### src/rtl/sprite_addr_gen.sv
// Sprite ROM address generator: double-buffered sprite placement latched at
// each VGA frame boundary, feeding a 2-stage pixel-to-ROM-address pipeline.
module sprite_addr_gen #(
    parameter int CHAR_W  = 64,
    parameter int CHAR_H  = 64,
    parameter int BOSS_W  = 128,
    parameter int BOSS_H  = 128,
    parameter int SPELL_W = 96,
    parameter int SPELL_H = 96
) (
    input  logic        Clk,
    input  logic        Reset,
    input  logic        VGA_VS,
    input  logic [9:0]  DrawX,
    input  logic [9:0]  DrawY,
    input  logic        pos_wr,
    input  logic [1:0]  pos_sel,
    input  logic [9:0]  pos_x,
    input  logic [9:0]  pos_y,
    input  logic        pos_en,
    input  logic        pos_flip,
    output logic [15:0] char_addr,
    output logic [18:0] boss_addr,
    output logic [16:0] spell_addr,
    output logic        char_vis,
    output logic        boss_vis,
    output logic        spell_vis,
    output logic [7:0]  frame_cnt,
    output logic        frame_start
);

    typedef struct packed {
        logic [9:0] x;
        logic [9:0] y;
        logic       en;
    } place_t;

    place_t sh_char, sh_boss, sh_spell;
    place_t act_char, act_boss, act_spell;
    logic   sh_char_flip, act_char_flip;

    logic vs_s, vs_hist;

    logic [10:0] c_dx, c_dy, b_dx, b_dy, s_dx, s_dy;
    logic        c_in, b_in, s_in, c_flip;

    // Sums are widened to 11 bits so boxes hanging off the right/bottom edge never wrap.
    function automatic logic in_box(input logic [9:0] px, input logic [9:0] py,
                                    input place_t p, input int w, input int h);
        logic [10:0] px1, py1, ox1, oy1;
        px1 = {1'b0, px};
        py1 = {1'b0, py};
        ox1 = {1'b0, p.x};
        oy1 = {1'b0, p.y};
        return p.en && (px1 >= ox1) && (px1 < ox1 + 11'(w))
                    && (py1 >= oy1) && (py1 < oy1 + 11'(h));
    endfunction

    assign frame_start = vs_hist & ~vs_s;

    always_ff @(posedge Clk) begin
        if (Reset) begin
            vs_s          <= 1'b1;
            vs_hist       <= 1'b1;
            sh_char       <= '0;
            sh_boss       <= '0;
            sh_spell      <= '0;
            sh_char_flip  <= 1'b0;
            act_char      <= '0;
            act_boss      <= '0;
            act_spell     <= '0;
            act_char_flip <= 1'b0;
            frame_cnt     <= 8'd0;
        end else begin
            vs_s    <= VGA_VS;
            vs_hist <= vs_s;
            if (pos_wr) begin
                case (pos_sel)
                    2'd0: begin
                        sh_char      <= '{x: pos_x, y: pos_y, en: pos_en};
                        sh_char_flip <= pos_flip;
                    end
                    2'd1:    sh_boss  <= '{x: pos_x, y: pos_y, en: pos_en};
                    2'd2:    sh_spell <= '{x: pos_x, y: pos_y, en: pos_en};
                    default: ;
                endcase
            end
            // Non-blocking copy picks up the pre-write shadow when a write lands on the boundary.
            if (frame_start) begin
                act_char      <= sh_char;
                act_boss      <= sh_boss;
                act_spell     <= sh_spell;
                act_char_flip <= sh_char_flip;
                frame_cnt     <= frame_cnt + 8'd1;
            end
        end
    end

    always_ff @(posedge Clk) begin
        if (Reset) begin
            c_dx   <= '0;
            c_dy   <= '0;
            c_in   <= 1'b0;
            c_flip <= 1'b0;
            b_dx   <= '0;
            b_dy   <= '0;
            b_in   <= 1'b0;
            s_dx   <= '0;
            s_dy   <= '0;
            s_in   <= 1'b0;
        end else begin
            c_dx   <= {1'b0, DrawX} - {1'b0, act_char.x};
            c_dy   <= {1'b0, DrawY} - {1'b0, act_char.y};
            c_in   <= in_box(DrawX, DrawY, act_char, CHAR_W, CHAR_H);
            c_flip <= act_char_flip;
            b_dx   <= {1'b0, DrawX} - {1'b0, act_boss.x};
            b_dy   <= {1'b0, DrawY} - {1'b0, act_boss.y};
            b_in   <= in_box(DrawX, DrawY, act_boss, BOSS_W, BOSS_H);
            s_dx   <= {1'b0, DrawX} - {1'b0, act_spell.x};
            s_dy   <= {1'b0, DrawY} - {1'b0, act_spell.y};
            s_in   <= in_box(DrawX, DrawY, act_spell, SPELL_W, SPELL_H);
        end
    end

    logic [10:0] c_col;
    assign c_col = c_flip ? (11'(CHAR_W - 1) - c_dx) : c_dx;

    // Address is forced to zero outside the box so ROM reads are deterministic.
    always_ff @(posedge Clk) begin
        if (Reset) begin
            char_addr  <= '0;
            boss_addr  <= '0;
            spell_addr <= '0;
            char_vis   <= 1'b0;
            boss_vis   <= 1'b0;
            spell_vis  <= 1'b0;
        end else begin
            char_vis   <= c_in;
            boss_vis   <= b_in;
            spell_vis  <= s_in;
            char_addr  <= c_in ? 16'(32'(c_dy) * 32'(CHAR_W)  + 32'(c_col)) : '0;
            boss_addr  <= b_in ? 19'(32'(b_dy) * 32'(BOSS_W)  + 32'(b_dx))  : '0;
            spell_addr <= s_in ? 17'(32'(s_dy) * 32'(SPELL_W) + 32'(s_dx))  : '0;
        end
    end

endmodule

### config.mk
export PLATFORM = sky130hd
export DESIGN_NAME = sprite_addr_gen
export DESIGN_NICKNAME = d
export VERILOG_FILES = /design/src/rtl/sprite_addr_gen.sv
export SDC_FILE = /design/constraint.sdc
export NUM_CORES = 1
export LEC_CHECK = 0
export ABC_AREA = 1
export BUFFER_PORTS_ARGS = -buffer_cell sky130_fd_sc_hd__buf_2
export CAP_MARGIN = 20
export CORE_MARGIN = 2
export CORE_UTILIZATION = 65
export CTS_BUF_LIST = sky130_fd_sc_hd__clkbuf_8
export CTS_CLUSTER_SIZE = 14
export DETAILED_ROUTE_END_ITERATION = 16
export GPL_ROUTABILITY_DRIVEN = 0
export HOLD_SLACK_MARGIN = 0.1
export PLACE_DENSITY = 0.95
export SLEW_MARGIN = 20
export SYNTH_ARGS = -nofsm -noshare
export SYNTH_HDL_FRONTEND = slang
export SYNTH_SLANG_ARGS = --single-unit
### constraint.sdc
create_clock -name Clk -period 5.32 [get_ports Clk]
set_clock_uncertainty 0.1 [all_clocks]
set_input_delay 0 -clock Clk [delete_from_list [all_inputs] [get_ports Clk]]
set_output_delay 0 -clock Clk [all_outputs]
set_load 0.005 [all_outputs]
==> results_tabular.tex <==
\begin{tabular}{lr}
\hline
Metric & Value \\
\hline
\multicolumn{2}{l}{\textbf{Status}} \\
Run status & complete, no violations \\
\multicolumn{2}{l}{\textbf{Timing}} \\
Final setup violation count & 0 \\
Highest Clock Rate & 361 MHz \\
Final period utilization & 52.1\% \\
Headroom to the max-slew limit & 34.8\% \\
Setup repair after global routing missed its margin & no \\
Worst hold-check slack & 0.167 ns \\
Max-slew violation count & 0 \\
Fin. Hold Viols & 0 \\
Minimum clock period after layout & approximately 2.8 ns \\
Post-route setup TNS & 0 ns \\
Slew of the pin with the lowest slew margin & 0.977 ns \\
\multicolumn{2}{l}{\textbf{Pwr}} \\
Worst vdd ir & 0.189 mV \\
Ratio of total power to cell area & 314 nW/µm² \\
Leakage & 6.87 nW \\
Sum of internal, switching and leakage power & roughly 4.7 mW \\
\multicolumn{2}{l}{\textbf{Routing}} \\
Number of detailed-routing iterations run before antenna repair & 8 \\
WL final & 32.7 mm \\
Number of nets with antenna violations after routing & 0 \\
Number of DRC violations after detailed routing & 0 \\
Routed vias & 12.1k \\
Number of DRC violations after detailed-routing iteration 0 & 1071 \\
Avg WL per Cell & $\sim$15 µm \\
Via density per instance & 5.71 \\
\multicolumn{2}{l}{\textbf{Placement}} \\
Port buffer count & 111 \\
Post-DP Area & 13500 µm² \\
HPWL after DPL & 22.4 mm \\
\multicolumn{2}{l}{\textbf{Setup path}} \\
Crit start category & flip-flop \\
Critical Path Fanout Max & 5 \\
Worst Setup End Kind & flip-flop \\
Slowest cell delay on critical path & 0.44 ns \\
Required time at the worst-slack endpoint & 5.66 ns \\
Worst setup path startpoint & s\_dy[0] \\
Data arrival, critical path & 3.11 ns \\
Buffers and inverters on the worst path & 0 \\
Launch instance of the worst register-to-register path & s\_dy[0] \\
Critical path's slowest cell & sky130\_fd\_sc\_hd\_\_fa\_1 \\
Cells along the critical path & ha\_1 -> fa\_1 -> xor2\_1 -> ha\_1 -> a21oi\_1 -> nand2\_1 -> nand2\_1 -> nand2\_1 -> a21oi\_1 -> nor3\_2 -> a21oi\_1 -> nor2\_1 \\
Family with the most delay on the worst path & adder cells \\
Category of the most critical setup path & reg2reg \\
\multicolumn{2}{l}{\textbf{Floorplanning}} \\
Die extent in x & about 140 µm \\
Starting density of the core & 66.0\% \\
Total die area & 20800 µm² \\
Core area & 19400 µm² \\
Site row count & 51 \\
Vert. Die Dim & 144 µm \\
Ports & 112 \\
\multicolumn{2}{l}{\textbf{Logic synthesis}} \\
Cell Area, Synth & 12800 µm² \\
Sequential element share of the synthesized area & 41.0\% \\
Syn Area/Cell & about 7.7 µm² \\
Ys async rst share & 0\% \\
Post-Syn Instances & 1673 \\
Post-synth EDFFs & 0 \\
Number of nets produced by synthesis & 1848 \\
Primary flip-flop cell chosen by synthesis mapping & sky130\_fd\_sc\_hd\_\_dfxtp\_1 \\
Yosys warning count & 0 \\
Flop and latch count out of synthesis & between 200 and 300 \\
Distinct cell type count after synthesis & 42 \\
\multicolumn{2}{l}{\textbf{Global route}} \\
Residual overflow from global routing & 0 \\
Number of global-route vias before repair & 11.0k \\
GRT Total Usage & 30.6\% \\
Largest net degree at the start of global routing & 112 \\
First-pass GRT wire length & 51.5 mm \\
Number of antenna violations at the first check in global routing & 0 \\
\multicolumn{2}{l}{\textbf{CTS}} \\
Clock net sink count & about 260 \\
Worst-Skew Late Latency & about 0.55 ns \\
Cell chosen for the clock root & sky130\_fd\_sc\_hd\_\_clkbuf\_8 \\
Clock edge transition at the registers on the reported setup and hold paths & 0.06 ns \\
CTS Buf Count & 41 \\
CTS H-tree depth & 2 \\
TritonCTS clock tree & built \\
Worst-case clock buffer depth & 3 \\
\multicolumn{2}{l}{\textbf{Worst hold path}} \\
Type of the most critical hold path & in2reg \\
Min-Delay Startpoint & pos\_x[3] \\
\multicolumn{2}{l}{\textbf{Finish}} \\
Area grow syn2layout & 16.0\% \\
Layout fillers & 1312 \\
Final \#Nets & 2011 \\
Final standard cell area without fillers & 14900 µm² \\
Finished Core Util & 76.6\% \\
Leading cell types in the layout, fill and taps excluded & sky130\_fd\_sc\_hd\_\_dfxtp\_1, sky130\_fd\_sc\_hd\_\_nor2\_1, sky130\_fd\_sc\_hd\_\_inv\_1 \\
Most frequent standard cell in the layout excluding fill and tap cells & sky130\_fd\_sc\_hd\_\_dfxtp\_1 \\
Antenna cell count & 0 \\
Fraction of layout cells with a size suffix above 1 & 10.3\% \\
\multicolumn{2}{l}{\textbf{Job}} \\
Reported max-cap violation count & 0 \\
\hline
\end{tabular}
[flip-flops by register name (all words and copies together), names as in the netlist, 8 cells and up]
register	cells
spell_addr	17
act_boss	21
act_char	21
char_addr	16
c_dx	11
frame_cnt	8
sh_boss	21
s_dx	11
sh_spell	21
b_dx	11
sh_char	21
act_spell	21
b_dy	11
s_dy	11
boss_addr	19
c_dy	10
[cell families after synthesis]
family                   after synthesis  synth area share [%]
XOR/XNOR                              32                  2.25
adder cells (fa/ha/maj)              127                  13.0
flip-flops                           262                  41.0
AO/OA/AOI/OAI                        465                  19.1
buffers and inverters                259                  7.65
AND/OR/NAND/NOR                      528                  17.0
[repair_timing]
item,in CTS,in global routing
buffers inserted,0,0
setup endpoints to repair,0,0
gates resized for setup,0,0
endpoints found under the hold margin,138,0
hold buffers,58,0
[routing by layer]
| layer | GRT usage (%) | share of wire (%) |
|---|---|---|
| met1 | 37.9 | 40 |
| met2 | 50.1 | 45 |
| met3 | 7.35 | 9.9 |
| met4 | 15.0 | 4.4 |
| met5 | 0 | 0 |
[report_power, final]
part,total [mW],internal [mW],switching (mW)
Sequential,2.15,2.08,0.0708
Clock,1.55,0.812,0.733
Combinational,0.962,0.356,0.606
[cell type report]
class / count / area [µm²] / area share [%]
inverters: 205 / 771 / 5.19
clock buffers: 48 / 661 / 4.45
repair buffers: 174 / 1170 / 7.90
well taps: 265 / 332 / 2.23
clock inverters: 20 / 83.8 / 0.564
multi-input cells: 1152 / 6590 / 44.3
flip-flops and latches: 262 / 5250 / 35.3
[per-stage QoR]
stage / instances / setup WS [ns]
global placement: 2000 / 2.75
detailed placement: 2000 / 2.60
floorplan: 1673 / 2.88
CTS: 2126 / 2.58
global route: 2126 / 2.39
finish: 2126 / 2.55
[synthesized netlist by cell type (all sizes together) (4+ instances only)]
cell type	count	area (µm²)
a21oi	213	1070
a31oi	6	37.5
or2	5	31.3
ha	117	1460
o21bai	4	30.0
o21a	10	75.1
xnor2	14	123
nor3	17	90.1
buf	9	41.3
clkbuf	45	169
nand3b	4	30.0
fa	10	200
a21o	5	37.5
xor2	18	165
nand3	47	250
nor2	226	851
o21ai	213	1080
inv	205	769
dfxtp	262	5250
nand2	208	796
nand4	15	93.8
[final timing paths]
path,depth (start not counted),endpoint,slack (ns)
worst max-delay path,12,spell_addr[15],2.55
worst min-delay path,4,sh_boss[14],0.17
worst max register to register,12,spell_addr[15],2.55
worst min register to register,2,boss_addr[5],0.31
[worst reg2reg max path: cells and delay by family (launching register included)]
kind / cells / cell delay, ns
DFF: 1 / 0.34
AOI/OAI and AO/OA: 3 / 0.59
adders and majority gates: 3 / 1.07
and+or+nand+nor: 5 / 0.37
xor gates and xnor gates: 1 / 0.20
No activity file was read; power rests on OpenSTA's default activity.
